--- src/rtl/red_pitaya_pwm_mc_if.sv ---
// Bundle of the signals between the housekeeping register bank and the
// multi-channel PWM generator.
//   cfg     : per channel k, bits [k*(VW+DW) +: VW+DW] = {coarse, frac}
//   en      : per-channel enable
//   mode    : per-channel dither mode (0 = sigma-delta, 1 = legacy bit-serial)
//   pwm_o   : registered PWM outputs
//   pwm_s   : period strobe
//   frame_s : legacy frame strobe
// master = register-bank side, slave = PWM generator side.
interface red_pitaya_pwm_mc_if #(
    parameter int NCH = 4,
    parameter int VW  = 8,
    parameter int DW  = 16
);
    logic [NCH*(VW+DW)-1:0] cfg;
    logic [NCH-1:0]         en;
    logic [NCH-1:0]         mode;
    logic [NCH-1:0]         pwm_o;
    logic                   pwm_s;
    logic                   frame_s;

    modport master (output cfg, en, mode, input  pwm_o, pwm_s, frame_s);
    modport slave  (input  cfg, en, mode, output pwm_o, pwm_s, frame_s);
endinterface

--- src/rtl/red_pitaya_pwm_mc.sv ---
// Multi-channel PWM DAC generator for RC-filtered slow analog outputs.
// All channels share one period counter (0..FULL) and one period-in-frame
// counter (0..DW-1). Each channel adds fractional resolution to its coarse
// duty either with a first-order sigma-delta accumulator or with the legacy
// bit-serial frame dither, selected per channel.
// Ports:
//   clk  : clock
//   rstn : synchronous, active-low reset
//   bus  : slave side of red_pitaya_pwm_mc_if (cfg/en/mode in,
//          pwm_o/pwm_s/frame_s out)
module red_pitaya_pwm_mc #(
    parameter int NCH  = 4,
    parameter int VW   = 8,
    parameter int DW   = 16,
    parameter int FULL = 255
) (
    input  logic               clk,
    input  logic               rstn,
    red_pitaya_pwm_mc_if.slave bus
);
    localparam int          CW   = VW + DW;
    localparam int          BW   = (DW > 1) ? $clog2(DW) : 1;
    localparam logic [VW:0] DMAX = (VW+1)'(FULL + 1);

    // Registered state
    logic [VW-1:0]  r_cnt;
    logic [BW-1:0]  r_bcnt;
    logic           r_first;        // next PB is the first one after reset
    logic [NCH-1:0] r_mode_h;
    logic [DW-1:0]  r_acc      [NCH];
    logic [DW-1:0]  r_sr       [NCH];
    logic [VW-1:0]  r_coarse_h [NCH];
    logic [VW:0]    r_duty     [NCH];
    logic [NCH-1:0] r_pwm;
    logic           r_pwm_s;
    logic           r_frame_s;

    // Combinational next-state
    logic           w_pb;
    logic           w_fb;
    logic           w_pre;
    logic           w_last_b;
    logic [NCH-1:0] w_mode_nxt;
    logic [NCH-1:0] w_chg;
    logic [VW-1:0]  w_coarse   [NCH];
    logic [DW-1:0]  w_frac     [NCH];
    logic [DW-1:0]  w_acc_in   [NCH];
    logic [DW-1:0]  w_sr_in    [NCH];
    logic [DW:0]    w_sum      [NCH];
    logic [VW:0]    w_raw      [NCH];
    logic [DW-1:0]  w_acc_nxt  [NCH];
    logic [DW-1:0]  w_sr_nxt   [NCH];
    logic [VW-1:0]  w_ch_nxt   [NCH];
    logic [VW:0]    w_duty_nxt [NCH];

    // Duty is capped at FULL+1, which already means "high all period".
    function automatic logic [VW:0] f_sat(input logic [VW:0] x);
        return (x > DMAX) ? DMAX : x;
    endfunction

    assign w_pb     = (r_cnt == VW'(FULL));
    assign w_pre    = (r_cnt == VW'(FULL - 1));
    assign w_last_b = (r_bcnt == BW'(DW - 1));
    assign w_fb     = w_pb && w_last_b;

    always_comb begin
        w_mode_nxt = r_mode_h;
        w_chg      = '0;
        for (int k = 0; k < NCH; k++) begin
            w_coarse[k] = bus.cfg[k*CW+DW +: VW];
            w_frac[k]   = bus.cfg[k*CW +: DW];

            // The held mode only follows the input at frame boundaries, so a
            // legacy frame is never cut in half; a change wipes dither state.
            if (w_fb || r_first) begin
                w_mode_nxt[k] = bus.mode[k];
            end
            w_chg[k]    = (w_mode_nxt[k] != r_mode_h[k]);
            w_acc_in[k] = w_chg[k] ? '0 : r_acc[k];
            w_sr_in[k]  = w_chg[k] ? '0 : r_sr[k];

            w_sum[k]     = {1'b0, w_acc_in[k]} + {1'b0, w_frac[k]};
            w_acc_nxt[k] = w_acc_in[k];
            w_sr_nxt[k]  = w_sr_in[k];
            w_ch_nxt[k]  = r_coarse_h[k];

            if (!w_mode_nxt[k]) begin
                // Sigma-delta: the accumulator carry adds one LSB of duty.
                w_acc_nxt[k] = w_sum[k][DW-1:0];
                w_raw[k]     = {1'b0, w_coarse[k]} + (VW+1)'(w_sum[k][DW]);
            end else begin
                // Legacy: frac is latched once per frame and shifted out one
                // bit per period; bit 0 lands in frame period 0.
                if (w_fb) begin
                    w_ch_nxt[k] = w_coarse[k];
                    w_sr_nxt[k] = w_frac[k];
                end else begin
                    w_sr_nxt[k] = w_sr_in[k] >> 1;
                end
                w_raw[k] = {1'b0, w_ch_nxt[k]} + (VW+1)'(w_sr_nxt[k][0]);
            end

            if (!bus.en[k]) begin
                w_acc_nxt[k]  = '0;
                w_sr_nxt[k]   = '0;
                w_duty_nxt[k] = '0;
            end else begin
                w_duty_nxt[k] = f_sat(w_raw[k]);
            end
        end
    end

    always_ff @(posedge clk) begin
        if (!rstn) begin
            r_cnt     <= '0;
            r_bcnt    <= '0;
            r_first   <= 1'b1;
            r_mode_h  <= '0;
            r_pwm     <= '0;
            r_pwm_s   <= 1'b0;
            r_frame_s <= 1'b0;
            for (int k = 0; k < NCH; k++) begin
                r_acc[k]      <= '0;
                r_sr[k]       <= '0;
                r_coarse_h[k] <= '0;
                r_duty[k]     <= '0;
            end
        end else begin
            r_cnt     <= w_pb ? '0 : r_cnt + VW'(1);
            // Strobes are registered one count early so they coincide with
            // the cycle in which cnt==FULL.
            r_pwm_s   <= w_pre;
            r_frame_s <= w_pre && w_last_b;
            if (w_pb) begin
                r_bcnt   <= w_last_b ? '0 : r_bcnt + BW'(1);
                r_first  <= 1'b0;
                r_mode_h <= w_mode_nxt;
                for (int k = 0; k < NCH; k++) begin
                    r_acc[k]      <= w_acc_nxt[k];
                    r_sr[k]       <= w_sr_nxt[k];
                    r_coarse_h[k] <= w_ch_nxt[k];
                    r_duty[k]     <= w_duty_nxt[k];
                end
            end
            for (int k = 0; k < NCH; k++) begin
                r_pwm[k] <= ({1'b0, r_cnt} < r_duty[k]);
            end
        end
    end

    assign bus.pwm_o   = r_pwm;
    assign bus.pwm_s   = r_pwm_s;
    assign bus.frame_s = r_frame_s;

endmodule

--- src/flat_wrapper.sv ---
// flat-port wrapper written by rule: the top's interface ports become plain ports
module red_pitaya_pwm_mc_flat 
#(
    parameter int NCH  = 4,
    parameter int VW   = 8,
    parameter int DW   = 16,
    parameter int FULL = 255
)
  (clk, rstn, bus_cfg, bus_en, bus_mode, bus_pwm_o, bus_pwm_s, bus_frame_s);
  red_pitaya_pwm_mc_if #(.NCH(NCH), .VW(VW), .DW(DW)) bus_i ();
  input  logic clk;
  input  logic rstn;
  input wire logic [$bits(bus_i.cfg)-1:0] bus_cfg;
  input wire logic [$bits(bus_i.en)-1:0] bus_en;
  input wire logic [$bits(bus_i.mode)-1:0] bus_mode;
  output wire logic [$bits(bus_i.pwm_o)-1:0] bus_pwm_o;
  output wire logic [$bits(bus_i.pwm_s)-1:0] bus_pwm_s;
  output wire logic [$bits(bus_i.frame_s)-1:0] bus_frame_s;
  assign bus_i.cfg = bus_cfg;
  assign bus_i.en = bus_en;
  assign bus_i.mode = bus_mode;
  assign bus_pwm_o = bus_i.pwm_o;
  assign bus_pwm_s = bus_i.pwm_s;
  assign bus_frame_s = bus_i.frame_s;
  red_pitaya_pwm_mc #(.NCH(NCH), .VW(VW), .DW(DW), .FULL(FULL)) u_core (.clk(clk), .rstn(rstn), .bus(bus_i));
endmodule
--- config.mk ---
export PLATFORM = sky130hd
export DESIGN_NAME = red_pitaya_pwm_mc_flat
export DESIGN_NICKNAME = d
export VERILOG_FILES = /design/src/rtl/red_pitaya_pwm_mc_if.sv /design/src/rtl/red_pitaya_pwm_mc.sv /design/src/flat_wrapper.sv
export SDC_FILE = /design/constraint.sdc
export NUM_CORES = 1
export LEC_CHECK = 0
export ABC_AREA = 1
export CELL_PAD_IN_SITES_DETAIL_PLACEMENT = 0
export CELL_PAD_IN_SITES_GLOBAL_PLACEMENT = 1
export CORE_ASPECT_RATIO = 1.25
export CORE_MARGIN = 4
export CORE_UTILIZATION = 44
export DETAILED_ROUTE_END_ITERATION = 8
export DONT_BUFFER_PORTS = 1
export PLACE_DENSITY = 0.89
export SLEW_MARGIN = 20
export SYNTH_ARGS = -nofsm -noshare
export SYNTH_HDL_FRONTEND = slang
export SYNTH_SLANG_ARGS = --single-unit
--- constraint.sdc ---
create_clock -name clk -period 6.1 [get_ports clk]
set_input_delay 1.22 -clock clk [delete_from_list [all_inputs] [get_ports clk]]
set_output_delay 1.22 -clock clk [all_outputs]
set_load 0.05 [all_outputs]
* Yosys cells after proc, flatten, opt, wreduce, memory -nomap -nowiden
Memories as Yosys holds them, arrays and structs flattened.
Cells that the tools add are included.
** Word-level totals
- Bits in registers :: 23
- Output and inout port bits :: 6
- Bits in writable memories :: 196
- Memories kept :: 4
- Logic and storage cells :: 142
** Cells by class
- $lt $le $gt $ge :: 8
- Reduce and logical (&&, ||, !) cells :: 4
- Bitwise gates (word level) :: 17
- Mux-type cells :: 81
- Equal/unequal tests :: 7
- Add/sub/neg operators :: 14
** Memory list
- u_core.r_acc :: depth 4, width 16, read ports 4, clocked after memory_dff 0, wr ports 4, RTL line red_pitaya_pwm_mc.sv:30 : logic [DW-1:0] r_acc [NCH];
- u_core.r_sr :: depth 4, width 16, read ports 4, clocked after memory_dff 0, wr ports 4, RTL line red_pitaya_pwm_mc.sv:31 : logic [DW-1:0] r_sr [NCH];
- u_core.r_duty :: depth 4, width 9, read ports 4, clocked after memory_dff 0, wr ports 4, RTL line red_pitaya_pwm_mc.sv:33 : logic [VW:0] r_duty [NCH];
- u_core.r_coarse_h :: depth 4, width 8, read ports 4, clocked after memory_dff 0, wr ports 4, RTL line red_pitaya_pwm_mc.sv:32 : logic [VW-1:0] r_coarse_h [NCH];
** Operator list (count)
- $mux W16 :: 40
- $mux W9 :: 16
- $mux W8 :: 16
- $add A8 B1 Y9 :: 8
- $add A16 B16 Y17 :: 4
- $gt A9 B9 Y1 const B :: 4
- $lt A8 B9 Y1 :: 4
- $eq A8 B8 Y1 const B :: 2
- $or A1 B1 Y1 :: 16
- $add A8 B1 Y8 const B :: 1
- $mux W1 :: 8
- $add A4 B1 Y4 const B :: 1
- $eq A4 B4 Y1 const B :: 1
- $mux W4 :: 1
- $ne A1 B1 Y1 :: 4
- $logic_and A1 B1 Y1 :: 2
- $reduce_or A2 Y1 :: 1
- $logic_or A1 B1 Y1 :: 1
- $not A1 Y1 :: 1

* Longest topological paths before layout
- Word-level depth :: 14
- Depth in mapped cells :: 37

* Least setup slack after synthesis
No wires, ideal clock.
- Path type :: input port to flip-flop
- Start point :: input rstn
- End point :: memory u_core.r_acc[0][0] (enable)
- Setup slack :: -0.338 ns
- Buffers on the path :: 1
- Cell stages on the path :: 2
- Data required time :: 5.513 ns
- Arrival time :: 5.850 ns
- Cells stage by stage :: nand2_1 clkbuf_1
** RTL lines
- from (decl) :: RTL line flat_wrapper.sv:12 : input logic rstn;
- to (decl) :: RTL line red_pitaya_pwm_mc.sv:30

==> summary.md <==
| Metric | Value |
|---|---|
| Crit path top cell by count | nor2_1 |
| I/O pin cnt | 112 |
| Vias in the first global route | 14000 |
| Antenna Violating Nets Remaining | 0 |
| Die height | 223 microns |
| First-pass GRT wire length | 69400 microns |
| Worst-path fanout max | 58 |
| Share of cells above drive strength 1 | 6.12% |
| Mapped Area | 16300 sq um |
| CTS tree | yes |
| Simple-gate portion of the synthesized area | 25.3% |
| Drt drc | 0 |
| H-tree levels | 1 |
| Row Count | 78 |
| Max-slew violation count | 0 |
| Post-synthesis mux area share | 0% |
| CP peak stage delay | 0.51 ns |
| Leakage power | 0.00814 uW |
| Post-Synth Adder-Cell Area | 8.99% |
| Root Driver | clkbuf_16 |
| Layout Skew | 0.0146 ns |
| Initial Utilization | 44.8% |
| Syn_nets | 2426 |
| Largest net degree at the start of global routing | 72 |
| Worst EP arrival | 5.88 ns |
| Fin. Hold Viols | 0 |
| Setup violators final | 0 |
| Top FF cell, synth | edfxtp_1 |
| Max-cap violation count | 0 |
| Path type of the worst setup path | flip-flop to flip-flop |
| Total Power | 3920 uW |
| Worst hold slack | 0.469 ns |
| Layout Cells excl Fill | 2685 |
| Rel. slew slack | 30.6% |
| Setup TNS | 0 ns |
| Cts bufs inserted | 27 |
| Port Buf Inserts | 0 |
| Detailed-route wire length | 42300 microns |
| Routed via count | 14400 |
| Total die area | 40300 sq um |
| Synth cell types | 49 |
| Hold crit path type | flip-flop to flip-flop |
| Clk slew on worst S/H paths | 0.06 ns |
| Vias per inst | 5.36 |
| Pwr dens | 221 nW/um^2 |
| RSZ-0062 raised after global routing | false |
| Seq/Total Area, Yosys | 38.1% |
| Post-synth EDFFs | 192 |
| Initial DRC Count | 849 |
| Period minus WS final | 5.57 ns |
| Largest family of logic cells by synthesized area | simple AND/OR/NAND/NOR gates |
| Synth Register Bits | 215 |
| Final Cycle Share | 91.4% |
| Gpl congestion | 0.917 |
| Total GRT Usage | 20.5% |
| CP required | 6.40 ns |
| Async SR Flop Fraction | 0% |
| Final instance area | 17700 sq um |
| Nets | 2405 |
| Worst-Margin Slew | 1.04 ns |
| Core area | 36500 sq um |
| Initial antenna violation count | 1 |
| Overflow after GRT | 0 |
| Die Span X | 180 microns |
| Placed Cells | 2635 |
| Synth Area in Compound Gates | 16.0% |
| Synth warn | 0 |
| Layout overhead on the synthesized area | 8.57% |
| Worst VDD drop | 0.194 mV |
| DP Wirelength | 30100 microns |
| Hold-fix buffers, CTS | 0 |
| Postcts setup bufs | 0 |
| Worst setup EP type | flip-flop |
| Clk_lat worst skew | 0.55 ns |
| CTS max path bufs | 3 |
| Max Fclk | 0.179 GHz |
| Fillcell total | 3643 |
| Worst setup SP type | flip-flop |
| # clock sinks | 215 |
| Placed Area | 16800 sq um |
| Post-Synthesis Mean Instance Area | 7.41 sq um |
| First drt pass iteration count | 5 |
| Outcome | finished, final reports clean |
| Slowest-stage cell, CP | buf_4 |
| Post-Syn Instances | 2205 |
| Post-Synth XOR/XNOR Area | 1.66% |
| Routed len/inst | 15.7 microns |
| Antenna diodes | 0 |
-- through the flow --
stage / setup WS [ns] / util [%]
after detailed placement: 0.519 / 46.1
after CTS: 0.489 / 48.6
after global placement: 0.716 / 46.1
after global routing: 0.000315 / 48.6
final: 0.527 / 48.6
after floorplan: 1.28 / -
-- synth_stat cells (18+ instances only) --
cell        n  share of area (%)
nand2_1   510                 12
dfxtp_1    23                2.8
buf_2      31               0.95
o21ai_0   118                3.6
inv_1     317                7.3
nand3_1   144                4.4
clkbuf_1   28               0.64
nor2_1    230                5.3
o211ai_1   50                2.3
ha_1      111                8.5
a21oi_1   202                6.2
xor2_1     21                1.1
edfxtp_1  192                 35
nand4_1    29                1.1
or2_2      18               0.69
-- worst paths after layout --
check        cells past startpoint                  end        startpoint  slack (ns)
max                             35  u_core.r_duty[3][1]   u_core.r_cnt[1]        0.53
min                              2     u_core.r_bcnt[3]  u_core.r_bcnt[3]        0.47
max reg2reg                     35  u_core.r_duty[3][1]   u_core.r_cnt[1]        0.53
min reg2reg                      2     u_core.r_bcnt[3]  u_core.r_bcnt[3]        0.47
-- routing by layer --
layer	track usage, %	share of wire, %	up-vias
li1	-	-	7348
met1	24.5	42	6671
met2	37.2	50	303
met3	4.42	6.3	73
met4	5.51	2.3	2
met5	0	0.031	-
-- worst max-delay path: cells and delay by family, from the launching register on --
family                     cells  cell delay, ns
AOI/OAI and AO/OA              6            0.91
adders and majority gates      4            1.09
buffers and inverters          5            0.83
DFF                            1            0.39
and+or+nand+nor               20            2.04
-- repair_timing --
| item | in CTS | in global routing |
|---|---|---|
| endpoints found under the hold margin | 0 | 0 |
| gates resized for setup | 0 | 2 |
| setup endpoints to repair | 0 | 8 |
-- cell type report --
type / instances / area [sq um] / area share, %
Multi-Input combinational cell: 1585 / 8530 / 48.1
Sequential cell: 215 / 6230 / 35.1
Inverter: 322 / 1210 / 6.81
Clock buffer: 30 / 687 / 3.87
Tap cell: 480 / 601 / 3.39
Timing Repair Buffer: 33 / 260 / 1.47
Clock inverter: 20 / 225 / 1.27
-- registers in the layout (all words and copies together), names as in the netlist, 4 cells and up --
signal	flops
u_core.r_acc	64
u_core.r_sr	60
u_core.r_duty	36
u_core.r_coarse_h	32
u_core.r_cnt	8
u_core.bus.pwm_o	4
u_core.r_bcnt	4
u_core.r_mode_h	4
-- layout by cell type (no fill, tap or decap), types with 27 or more instances in the layout --
| cell | count |
|---|---|
| o211ai_1 | 50 |
| nand2_1 | 507 |
| nor2_1 | 229 |
| inv_1 | 317 |
| edfxtp_1 | 192 |
| buf_4 | 32 |
| ha_1 | 111 |
| o21ai_0 | 118 |
| clkbuf_16 | 27 |
| nand3_1 | 144 |
| a21oi_1 | 200 |
| nand4_1 | 29 |
-- cell families after synthesis --
| group | after synthesis |
|---|---|
| and+or+nand+nor | 980 |
| xor gates and xnor gates | 31 |
| buffers and inverters | 405 |
| AOI/OAI and AO/OA | 459 |
| adders and majority gates | 115 |
| DFF | 215 |
-- where the power goes --
part           leakage (uW)  internal [uW]  switching, uW  total (uW)
registers           0.00201           1670           36.6        1700
logic               0.00569            195            352         546
clock network      0.000442           1020            654        1670
(Power assumes the default switching activity.)
